## config.mk

```make
export PLATFORM = sky130hd
export DESIGN_NAME = cdwu_sched_flat
export DESIGN_NICKNAME = d
export VERILOG_FILES = /design/src/rtl/cdwu_pkg.sv /design/src/rtl/cdwu_sched_if.sv /design/src/rtl/cdwu_age.sv /design/src/rtl/cdwu_sched.sv /design/src/flat_wrapper.sv
export SDC_FILE = /design/constraint.sdc
export NUM_CORES = 1
export LEC_CHECK = 0
export ABC_CLOCK_PERIOD_IN_PS = 3550
export CORE_ASPECT_RATIO = 1.2
export CORE_UTILIZATION = 39
export CTS_BUF_LIST = sky130_fd_sc_hd__clkbuf_16
export CTS_CLUSTER_SIZE = 25
export DETAILED_ROUTE_END_ITERATION = 10
export GPL_ROUTABILITY_DRIVEN = 0
export MAX_ROUTING_LAYER = met4
export PLACE_DENSITY_LB_ADDON = 0.15
export SETUP_SLACK_MARGIN = 0.5
export SYNTH_ARGS = -nofsm -noshare
export SYNTH_HDL_FRONTEND = slang
export SYNTH_SLANG_ARGS = --single-unit
```

## constraint.sdc

```tcl
create_clock -name clk -period 3.55 [get_ports clk]
set_clock_uncertainty 0.1 [all_clocks]
set_input_delay 0.5325 -clock clk [delete_from_list [all_inputs] [get_ports clk]]
set_output_delay 0.5325 -clock clk [all_outputs]
set_load 0.1 [all_outputs]
```

## src/rtl/cdwu_pkg.sv

```systemverilog
// Shared constants and helpers for the cdwu write scheduler.
package cdwu_pkg;

  localparam logic [1:0] SRC_I = 2'd0;
  localparam logic [1:0] SRC_D = 2'd1;
  localparam logic [1:0] SRC_C = 2'd2;

  // Width of an age counter able to hold 0..limit; never narrower than one bit.
  function automatic int cw_of(input int limit);
    int w;
    w = $clog2(limit + 1);
    return (w < 1) ? 1 : w;
  endfunction

endpackage

```

## src/rtl/cdwu_sched_if.sv

```systemverilog
// Requester handshakes, stall input and registered bank write port of the scheduler.
interface cdwu_sched_if #(
  parameter int BANKBITS = 5,
  parameter int WORDBITS = 9,
  parameter int DATABITS = 32
);
  localparam int A = BANKBITS + WORDBITS;

  logic                i_valid, d_valid, c_valid;
  logic [A-1:0]        i_addr, d_addr, c_addr;
  logic [DATABITS-1:0] i_data, d_data, c_data;
  logic                i_ready, d_ready, c_ready;
  logic                stall;
  logic                o_en;
  logic [A-1:0]        o_addr;
  logic [DATABITS-1:0] o_data;
  logic [1:0]          muxcode;
  logic [1:0]          urgent;

  modport master (
    output i_valid, d_valid, c_valid, i_addr, d_addr, c_addr,
           i_data, d_data, c_data, stall,
    input  i_ready, d_ready, c_ready, o_en, o_addr, o_data, muxcode, urgent
  );

  modport slave (
    input  i_valid, d_valid, c_valid, i_addr, d_addr, c_addr,
           i_data, d_data, c_data, stall,
    output i_ready, d_ready, c_ready, o_en, o_addr, o_data, muxcode, urgent
  );
endinterface

```

## src/rtl/cdwu_age.sv

```systemverilog
// Saturating wait counter for one requester; raises urgent one cycle after saturating.
module cdwu_age
  import cdwu_pkg::*;
#(
  parameter int LIMIT = 7,
  parameter int CW    = cw_of(LIMIT)
) (
  input  logic clk,
  input  logic rst_n,
  input  logic valid,
  input  logic grant,
  input  logic stall,
  output logic urgent
);
  localparam logic [CW-1:0] LIM = CW'(LIMIT);

  logic [CW-1:0] count_r;
  logic          urgent_r;

  // Age update: frozen on stall, cleared on grant or withdrawn request.
  always_ff @(posedge clk) begin
    if (!rst_n) begin
      count_r  <= '0;
      urgent_r <= 1'b0;
    end else if (stall) begin
      count_r  <= count_r;
      urgent_r <= urgent_r;
    end else if (grant || !valid) begin
      count_r  <= '0;
      urgent_r <= 1'b0;
    end else begin
      if (count_r != LIM) begin
        count_r <= count_r + CW'(1);
      end else begin
        count_r <= count_r;
      end
      urgent_r <= (LIMIT != 0) && (count_r == LIM);
    end
  end

  assign urgent = urgent_r;
endmodule

```

## src/rtl/cdwu_sched.sv

```systemverilog
// Three-way write-port scheduler: urgent d/c first, then fixed i > d > c, registered output.
module cdwu_sched
  import cdwu_pkg::*;
#(
  parameter int BANKBITS     = 5,
  parameter int WORDBITS     = 9,
  parameter int DATABITS     = 32,
  parameter int STARVE_LIMIT = 7
) (
  input logic         clk,
  input logic         rst_n,
  cdwu_sched_if.slave bus
);
  localparam int A = BANKBITS + WORDBITS;

  logic [2:0]          ready_s;   // {c, d, i}, one-hot or zero
  logic                d_urgent_s, c_urgent_s;
  logic [1:0]          src_s;
  logic [A-1:0]        addr_s;
  logic [DATABITS-1:0] data_s;

  logic                o_en_r;
  logic [A-1:0]        o_addr_r;
  logic [DATABITS-1:0] o_data_r;
  logic [1:0]          muxcode_r;

  // Grant arbitration.
  always_comb begin
    ready_s = 3'b000;
    if (!rst_n || bus.stall) begin
      ready_s = 3'b000;
    end else if (d_urgent_s && bus.d_valid) begin
      ready_s = 3'b010;
    end else if (c_urgent_s && bus.c_valid) begin
      ready_s = 3'b100;
    end else if (bus.i_valid) begin
      ready_s = 3'b001;
    end else if (bus.d_valid) begin
      ready_s = 3'b010;
    end else if (bus.c_valid) begin
      ready_s = 3'b100;
    end else begin
      ready_s = 3'b000;
    end
  end

  // Write-port source mux.
  always_comb begin
    src_s  = SRC_I;
    addr_s = bus.i_addr;
    data_s = bus.i_data;
    case (ready_s)
      3'b010: begin
        src_s  = SRC_D;
        addr_s = bus.d_addr;
        data_s = bus.d_data;
      end
      3'b100: begin
        src_s  = SRC_C;
        addr_s = bus.c_addr;
        data_s = bus.c_data;
      end
      default: begin
        src_s  = SRC_I;
        addr_s = bus.i_addr;
        data_s = bus.i_data;
      end
    endcase
  end

  // Output stage: address, data and source hold between grants.
  always_ff @(posedge clk) begin
    if (!rst_n) begin
      o_en_r    <= 1'b0;
      o_addr_r  <= '0;
      o_data_r  <= '0;
      muxcode_r <= SRC_I;
    end else if (|ready_s) begin
      o_en_r    <= 1'b1;
      o_addr_r  <= addr_s;
      o_data_r  <= data_s;
      muxcode_r <= src_s;
    end else begin
      o_en_r    <= 1'b0;
      o_addr_r  <= o_addr_r;
      o_data_r  <= o_data_r;
      muxcode_r <= muxcode_r;
    end
  end

  cdwu_age #(.LIMIT(STARVE_LIMIT)) u_age_d (
    .clk(clk), .rst_n(rst_n), .valid(bus.d_valid), .grant(ready_s[1]),
    .stall(bus.stall), .urgent(d_urgent_s)
  );

  cdwu_age #(.LIMIT(STARVE_LIMIT)) u_age_c (
    .clk(clk), .rst_n(rst_n), .valid(bus.c_valid), .grant(ready_s[2]),
    .stall(bus.stall), .urgent(c_urgent_s)
  );

  assign bus.i_ready = ready_s[0];
  assign bus.d_ready = ready_s[1];
  assign bus.c_ready = ready_s[2];
  assign bus.o_en    = o_en_r;
  assign bus.o_addr  = o_addr_r;
  assign bus.o_data  = o_data_r;
  assign bus.muxcode = muxcode_r;
  assign bus.urgent  = {c_urgent_s, d_urgent_s};
endmodule
```

## src/flat_wrapper.sv

```systemverilog
// flat-port wrapper written by rule: the top's interface ports become plain ports
module cdwu_sched_flat import cdwu_pkg::*;
#(
  parameter int BANKBITS     = 5,
  parameter int WORDBITS     = 9,
  parameter int DATABITS     = 32,
  parameter int STARVE_LIMIT = 7
)
  (clk, rst_n, bus_i_valid, bus_d_valid, bus_c_valid, bus_i_addr, bus_d_addr, bus_c_addr, bus_i_data, bus_d_data, bus_c_data, bus_stall, bus_i_ready, bus_d_ready, bus_c_ready, bus_o_en, bus_o_addr, bus_o_data, bus_muxcode, bus_urgent);
  cdwu_sched_if #(.BANKBITS(BANKBITS), .WORDBITS(WORDBITS), .DATABITS(DATABITS)) bus_i ();
  input logic clk;
  input logic rst_n;
  input wire logic [$bits(bus_i.i_valid)-1:0] bus_i_valid;
  input wire logic [$bits(bus_i.d_valid)-1:0] bus_d_valid;
  input wire logic [$bits(bus_i.c_valid)-1:0] bus_c_valid;
  input wire logic [$bits(bus_i.i_addr)-1:0] bus_i_addr;
  input wire logic [$bits(bus_i.d_addr)-1:0] bus_d_addr;
  input wire logic [$bits(bus_i.c_addr)-1:0] bus_c_addr;
  input wire logic [$bits(bus_i.i_data)-1:0] bus_i_data;
  input wire logic [$bits(bus_i.d_data)-1:0] bus_d_data;
  input wire logic [$bits(bus_i.c_data)-1:0] bus_c_data;
  input wire logic [$bits(bus_i.stall)-1:0] bus_stall;
  output wire logic [$bits(bus_i.i_ready)-1:0] bus_i_ready;
  output wire logic [$bits(bus_i.d_ready)-1:0] bus_d_ready;
  output wire logic [$bits(bus_i.c_ready)-1:0] bus_c_ready;
  output wire logic [$bits(bus_i.o_en)-1:0] bus_o_en;
  output wire logic [$bits(bus_i.o_addr)-1:0] bus_o_addr;
  output wire logic [$bits(bus_i.o_data)-1:0] bus_o_data;
  output wire logic [$bits(bus_i.muxcode)-1:0] bus_muxcode;
  output wire logic [$bits(bus_i.urgent)-1:0] bus_urgent;
  assign bus_i.i_valid = bus_i_valid;
  assign bus_i.d_valid = bus_d_valid;
  assign bus_i.c_valid = bus_c_valid;
  assign bus_i.i_addr = bus_i_addr;
  assign bus_i.d_addr = bus_d_addr;
  assign bus_i.c_addr = bus_c_addr;
  assign bus_i.i_data = bus_i_data;
  assign bus_i.d_data = bus_d_data;
  assign bus_i.c_data = bus_c_data;
  assign bus_i.stall = bus_stall;
  assign bus_i_ready = bus_i.i_ready;
  assign bus_d_ready = bus_i.d_ready;
  assign bus_c_ready = bus_i.c_ready;
  assign bus_o_en = bus_i.o_en;
  assign bus_o_addr = bus_i.o_addr;
  assign bus_o_data = bus_i.o_data;
  assign bus_muxcode = bus_i.muxcode;
  assign bus_urgent = bus_i.urgent;
  cdwu_sched #(.BANKBITS(BANKBITS), .WORDBITS(WORDBITS), .DATABITS(DATABITS), .STARVE_LIMIT(STARVE_LIMIT)) u_core (.clk(clk), .rst_n(rst_n), .bus(bus_i));
endmodule
```

## Yosys cells after proc, flatten, opt, wreduce, memory -nomap -nowiden

Index checks and enable logic that the tools add are counted.

- Register bits: 57
- Bits of input ports: 144
- Output and inout bits: 54
- Logic and storage cells: 46

- $add $sub $neg: 2
- Eq/ne operators: 6
- Multiplexer cells: 16
- Bitwise gates (word level): 1
- Reductions and logical operators: 13

Operator list:

| kind | count |
|---|---|
| case mux 32 bit (2 select lines) | 1 |
| two-way mux 3 bit | 10 |
| case mux 14 bit (2 select lines) | 1 |
| == test 3 bit, second input constant | 3 |
| adder 3 x 1 -> 3 bit, second input constant | 2 |
| != test 3 bit, second input constant | 2 |
| case mux 2 bit (2 select lines) | 1 |
| AND reduction 2 bit | 2 |
| nonzero test 2 bit | 2 |
| == test 3 x 2 -> 1 bit, second input constant | 1 |
| zero test 1 bit | 3 |
| logical OR 1 bit | 3 |
| two-way mux 1 bit | 3 |
| OR reduction 3 bit | 1 |
| logical AND 1 bit | 2 |
| NOT 1 bit | 1 |

## Logic depth before layout (Yosys ltp)

- Word-level depth: 9
- Gate-level depth with buffers: 8
- Mapped depth without buffers: 6

## Modules after synthesis

Synthesis repeated with hierarchy kept, for this count alone.

- Cell total of the unflattened synthesis: 267
- Area total of the unflattened synthesis: 2507.4 um^2

By module, submodules not included:

| module | instances | cells an instance | area each (um^2) | sequential area each (um^2) |
|---|---|---|---|---|
| cdwu_sched | 1 | 231 | 2094.5 | 980.9 |
| cdwu_age | 2 | 18 | 206.4 | 80.1 |

## Worst setup path after synthesis

No wires, ideal clock.

- Path kind: in2out
- From: input port rst_n
- To: output port bus_c_ready
- Data arrival time: 2397 ps
- Data required time: 2917 ps
- Slack: 520 ps
- Stages: 4
- Buffers on the path: 1
- Cell sequence: clkbuf_1 > nor2b_1 > nand2_1 > nor2b_1

- Word-level cells in the longest chain between the ends: 3

Ends and longest elaborated chain:

| what | line | text |
|---|---|---|
| from (decl) | flat_wrapper.sv:12 | `input logic rst_n;` |
| zero test 1 bit | n/a |  |
| logical OR 1 bit | cdwu_sched.sv:30 | `if (!rst_n \|\| bus.stall) begin` |
| two-way mux 3 bit | cdwu_sched.sv:30 |  |
| to (decl) | flat_wrapper.sv:25 | `output wire logic [$bits(bus_i.c_ready)-1:0] bus_c_ready;` |

Every way passes these cells.

## Final worst setup path

- From: input port bus_d_valid
- To: output port bus_d_ready

- Word-level cells in the longest chain between the ends: 5
- Elaborated cells on any way between the ends: 6
- Classes of those cells: 5 x mux; 1 x reduce/logical

Ends and longest elaborated chain:

| what | line | text |
|---|---|---|
| from (decl) | flat_wrapper.sv:14 | `input wire logic [$bits(bus_i.d_valid)-1:0] bus_d_valid;` |
| two-way mux 3 bit | cdwu_sched.sv:38 | `end else if (bus.d_valid) begin` |
| two-way mux 3 bit | cdwu_sched.sv:36 | `end else if (bus.i_valid) begin` |
| two-way mux 3 bit | cdwu_sched.sv:34 | `end else if (c_urgent_s && bus.c_valid) begin` |
| two-way mux 3 bit (*) | cdwu_sched.sv:32 | `end else if (d_urgent_s && bus.d_valid) begin` |
| two-way mux 3 bit (*) | cdwu_sched.sv:30 |  |
| to (decl) | flat_wrapper.sv:24 | `output wire logic [$bits(bus_i.d_ready)-1:0] bus_d_ready;` |

Mark *: on every way between the ends. The rest lies on a longest branch, timed or not.

==> impl_metrics.csv <==
group,metric,value,unit
run_status,outcome,"finished clean",
route,routed_wl,10.9,mm
cells_and_area,final_common_cell,"clkdlybuf4s50_1",
sta,fin_crit_sh,0.783,
placement,dp_hpwl,7.60,mm
route,detail_route.wl_per_cell,17.7,µm
clocking,clock-root-buffer,"clkbuf_16",
placement,place_ws,0.573,ns
clocking,clock_latency,0.32,ns
sta,slew_headroom,0.307,
yosys,synth-main-ff-cell,"dfxtp_1",
setup_path,crit_path_start_kind,"primary input",
sta,setup_tns,0,ns
floorplanning,die_h,97.0,µm
yosys,synth_edf_count,0,
placement,portBuffers,197,
pwr,p_total,2.54,mW
clocking,ctsHtreeMaxLevel,3,
grt,first_global_vias,3501,
sta,fmax,0.360,GHz
grt,antenna_found_initial,0,
yosys,postSynthCellCount,344,
floorplanning,start_util,0.403,
yosys,yosys_warnings,0,
clocking,cts_sinks,57,
flow_run,max_cap_viol_count,0,
sta,maxSlewViolCount,0,
route,via_per_inst,5.62,
pwr,share_seq_of_total_power,0.291,
clocking,hold_buffers,0,
pwr,power.static_leakage,2.02,nW
yosys,synth_area_leaders,"dfxtp_1 39%, a221oi_2 10%, a21oi_1 8.4%",
pwr,switching_share,0.367,
route,drtAntennaViolNets,0,
sta,hold_viol_final,0,
yosys,syn_avg_cell_area,8.52,µm²
clocking,numCtsBuffers,9,
setup_path,crit_path_end_kind,"output port",
floorplanning,design.core.area,7270,µm²
clocking,clk_pin_slew,0.06,ns
cells_and_area,most-common-layout-cells,"193 x clkdlybuf4s50_1, 57 x dfxtp_1, 49 x a21oi_1",
pwr,powerDensity,484,nW/µm²
yosys,ys_types,35,
cells_and_area,insertedDiodeCount,0,
pwr,clockPowerShare,0.355,
sta,tightest_slew,1.04,ns
sta,timing.final.crit_period,2.78,ns
setup_path,cp_data_required_time,2.92,ns
grt,grt_max_degree,50,
cells_and_area,synthToLayoutAreaGrowth,78.9,%
sta,rsz0062_at_grt,"no",
floorplanning,fp.dieW,81.1,µm
grt,grt-ovfl-total,0,
yosys,syn_nets,492,
grt,grt_first_pass_wirelength,16.8,mm
floorplanning,num_io_pins,198,
cells_and_area,fin_nets,671,
route,first_pass_iters,4,
clocking,clk_path_buf_depth,2,
pwr,power.switching,0.930,mW
setup_path,worstPathMaxFanout,36,
pwr,power_frac_comb,0.354,
cells_and_area,drive_gt1_frac,0.100,
route,drc,0,
yosys,synth_area_leader_cell,"dfxtp_1",
sta,setup_viol,0,
hold_path,hp-class,"reg -> reg",
yosys,ys_seq_area_frac,0.389,
yosys,synth-async-reset-ratio,0,
route,drt-initial-drc-count,198,
yosys,ys_ff_latch,57,
route,dr_total_vias,3476,
floorplanning,dieArea,7870,µm²
sta,setup_ws,0.771,ns
grt,grt_usage,0.285,
clocking,tritoncts,"built",
yosys,synth_top_area_frac,0.389,
clocking,postCtsSetupBuffers,0,
pwr,peakVddDrop,0.000366,V
floorplanning,rows,34,
setup_path,crit_type,"in -> out",
setup_path,critPathArrivalTime,2.15,ns
pwr,internal-power,1.61,mW
yosys,synthesis.area,2930,µm²
## worst paths after layout
kind                             startpoint                   endpoint  slack [ns]  cells past startpoint
hold reg to reg   u_core.u_age_d.count_r[1]  u_core.u_age_d.count_r[1]        0.38                      1
setup / recovery                bus_d_valid                bus_d_ready        0.77                      5
hold / removal    u_core.u_age_d.count_r[1]  u_core.u_age_d.count_r[1]        0.38                      1
setup reg to reg      u_core.u_age_d.urgent      u_core.bus.o_data[12]        1.50                      5
## power by group through the flow
stage	registers, mW	clock network (mW)	logic (mW)
after detailed placement	0.748	0	0.895
after CTS	0.736	0.910	0.898
after global routing	0.744	0.941	0.933
final	0.737	0.902	0.897
after global placement	0.745	0	0.887
after floorplan	1.15	0	0.166
## sequential cells by signal (all words and copies together) (netlist names)
register                cells
u_core.bus.o_data          32
u_core.bus.o_addr          14
u_core.u_age_c.count_r      3
u_core.u_age_d.count_r      3
u_core.bus.muxcode          2
u_core.bus.o_en             1
u_core.u_age_c.urgent       1
u_core.u_age_d.urgent       1
## cell usage after synthesis (7+ instances only)
cell type and instances:
nand2_1 30, buf_2 13, clkbuf_1 19, nor2_1 23
o21ai_0 46, a221oi_2 20, dfxtp_1 57, a221oi_1 7
a32oi_1 19, o22ai_1 19, a21oi_1 49
## layer usage
metal | GRT usage | vias to the layer above | wire length, µm
met5 | - | - | 0
met4 | 0.137 | 0 | 342
met3 | 0.0566 | 27 | 867
met2 | 0.478 | 188 | 5480
met1 | 0.314 | 1585 | 4220
li1 | - | 1676 | -
## cells by family (layout without fill, tap and decap cells)
logic type | after synthesis | count (layout) | synth area share
adders and majority gates | 4 | 4 | 0.0171
and+or+nand+nor | 65 | 65 | 0.0935
muxes | 3 | 3 | 0.0111
buffers and inverters | 41 | 225 | 0.0657
DFF | 57 | 57 | 0.389
AOI/OAI and AO/OA | 174 | 174 | 0.423
## metrics by stage
stage | std cells | util | cell area [µm²] | hold slack, ns
3_3_place_gp | 602 | 0.678 | 4930 | 0.361
5_1_grt | 618 | 0.721 | 5250 | 0.409
2_1_floorplan | 344 | - | 2930 | 0.346
6_report | 618 | 0.721 | 5250 | 0.385
3_5_place_dp | 602 | 0.678 | 4930 | 0.374
4_1_cts | 618 | 0.721 | 5240 | 0.388
## worst max-delay path, stage by stage
cell and delay (ns):
clkdlybuf4s50_1 0.62, nand3b_1 0.13, o21bai_1 0.22, inv_4 0.39, buf_12 0.24
## timing repair
item                                    in CTS  in global routing
resized for setup                            0                  2
hold endpoints to repair                     0                  0
endpoints found under the setup margin       0                  1
## cell type report
| class | count | area (µm²) |
|---|---|---|
| clock buffer | 9 | 225 |
| clock inverter | 7 | 85.1 |
| fill | 576 | 2030 |
| inverter | 4 | 17.5 |
| multi-input combinational | 246 | 1610 |
| sequential | 57 | 1140 |
| tap | 90 | 113 |
| timing repair buffer | 205 | 2060 |
Note: power is estimated with default switching activity, not from simulation.
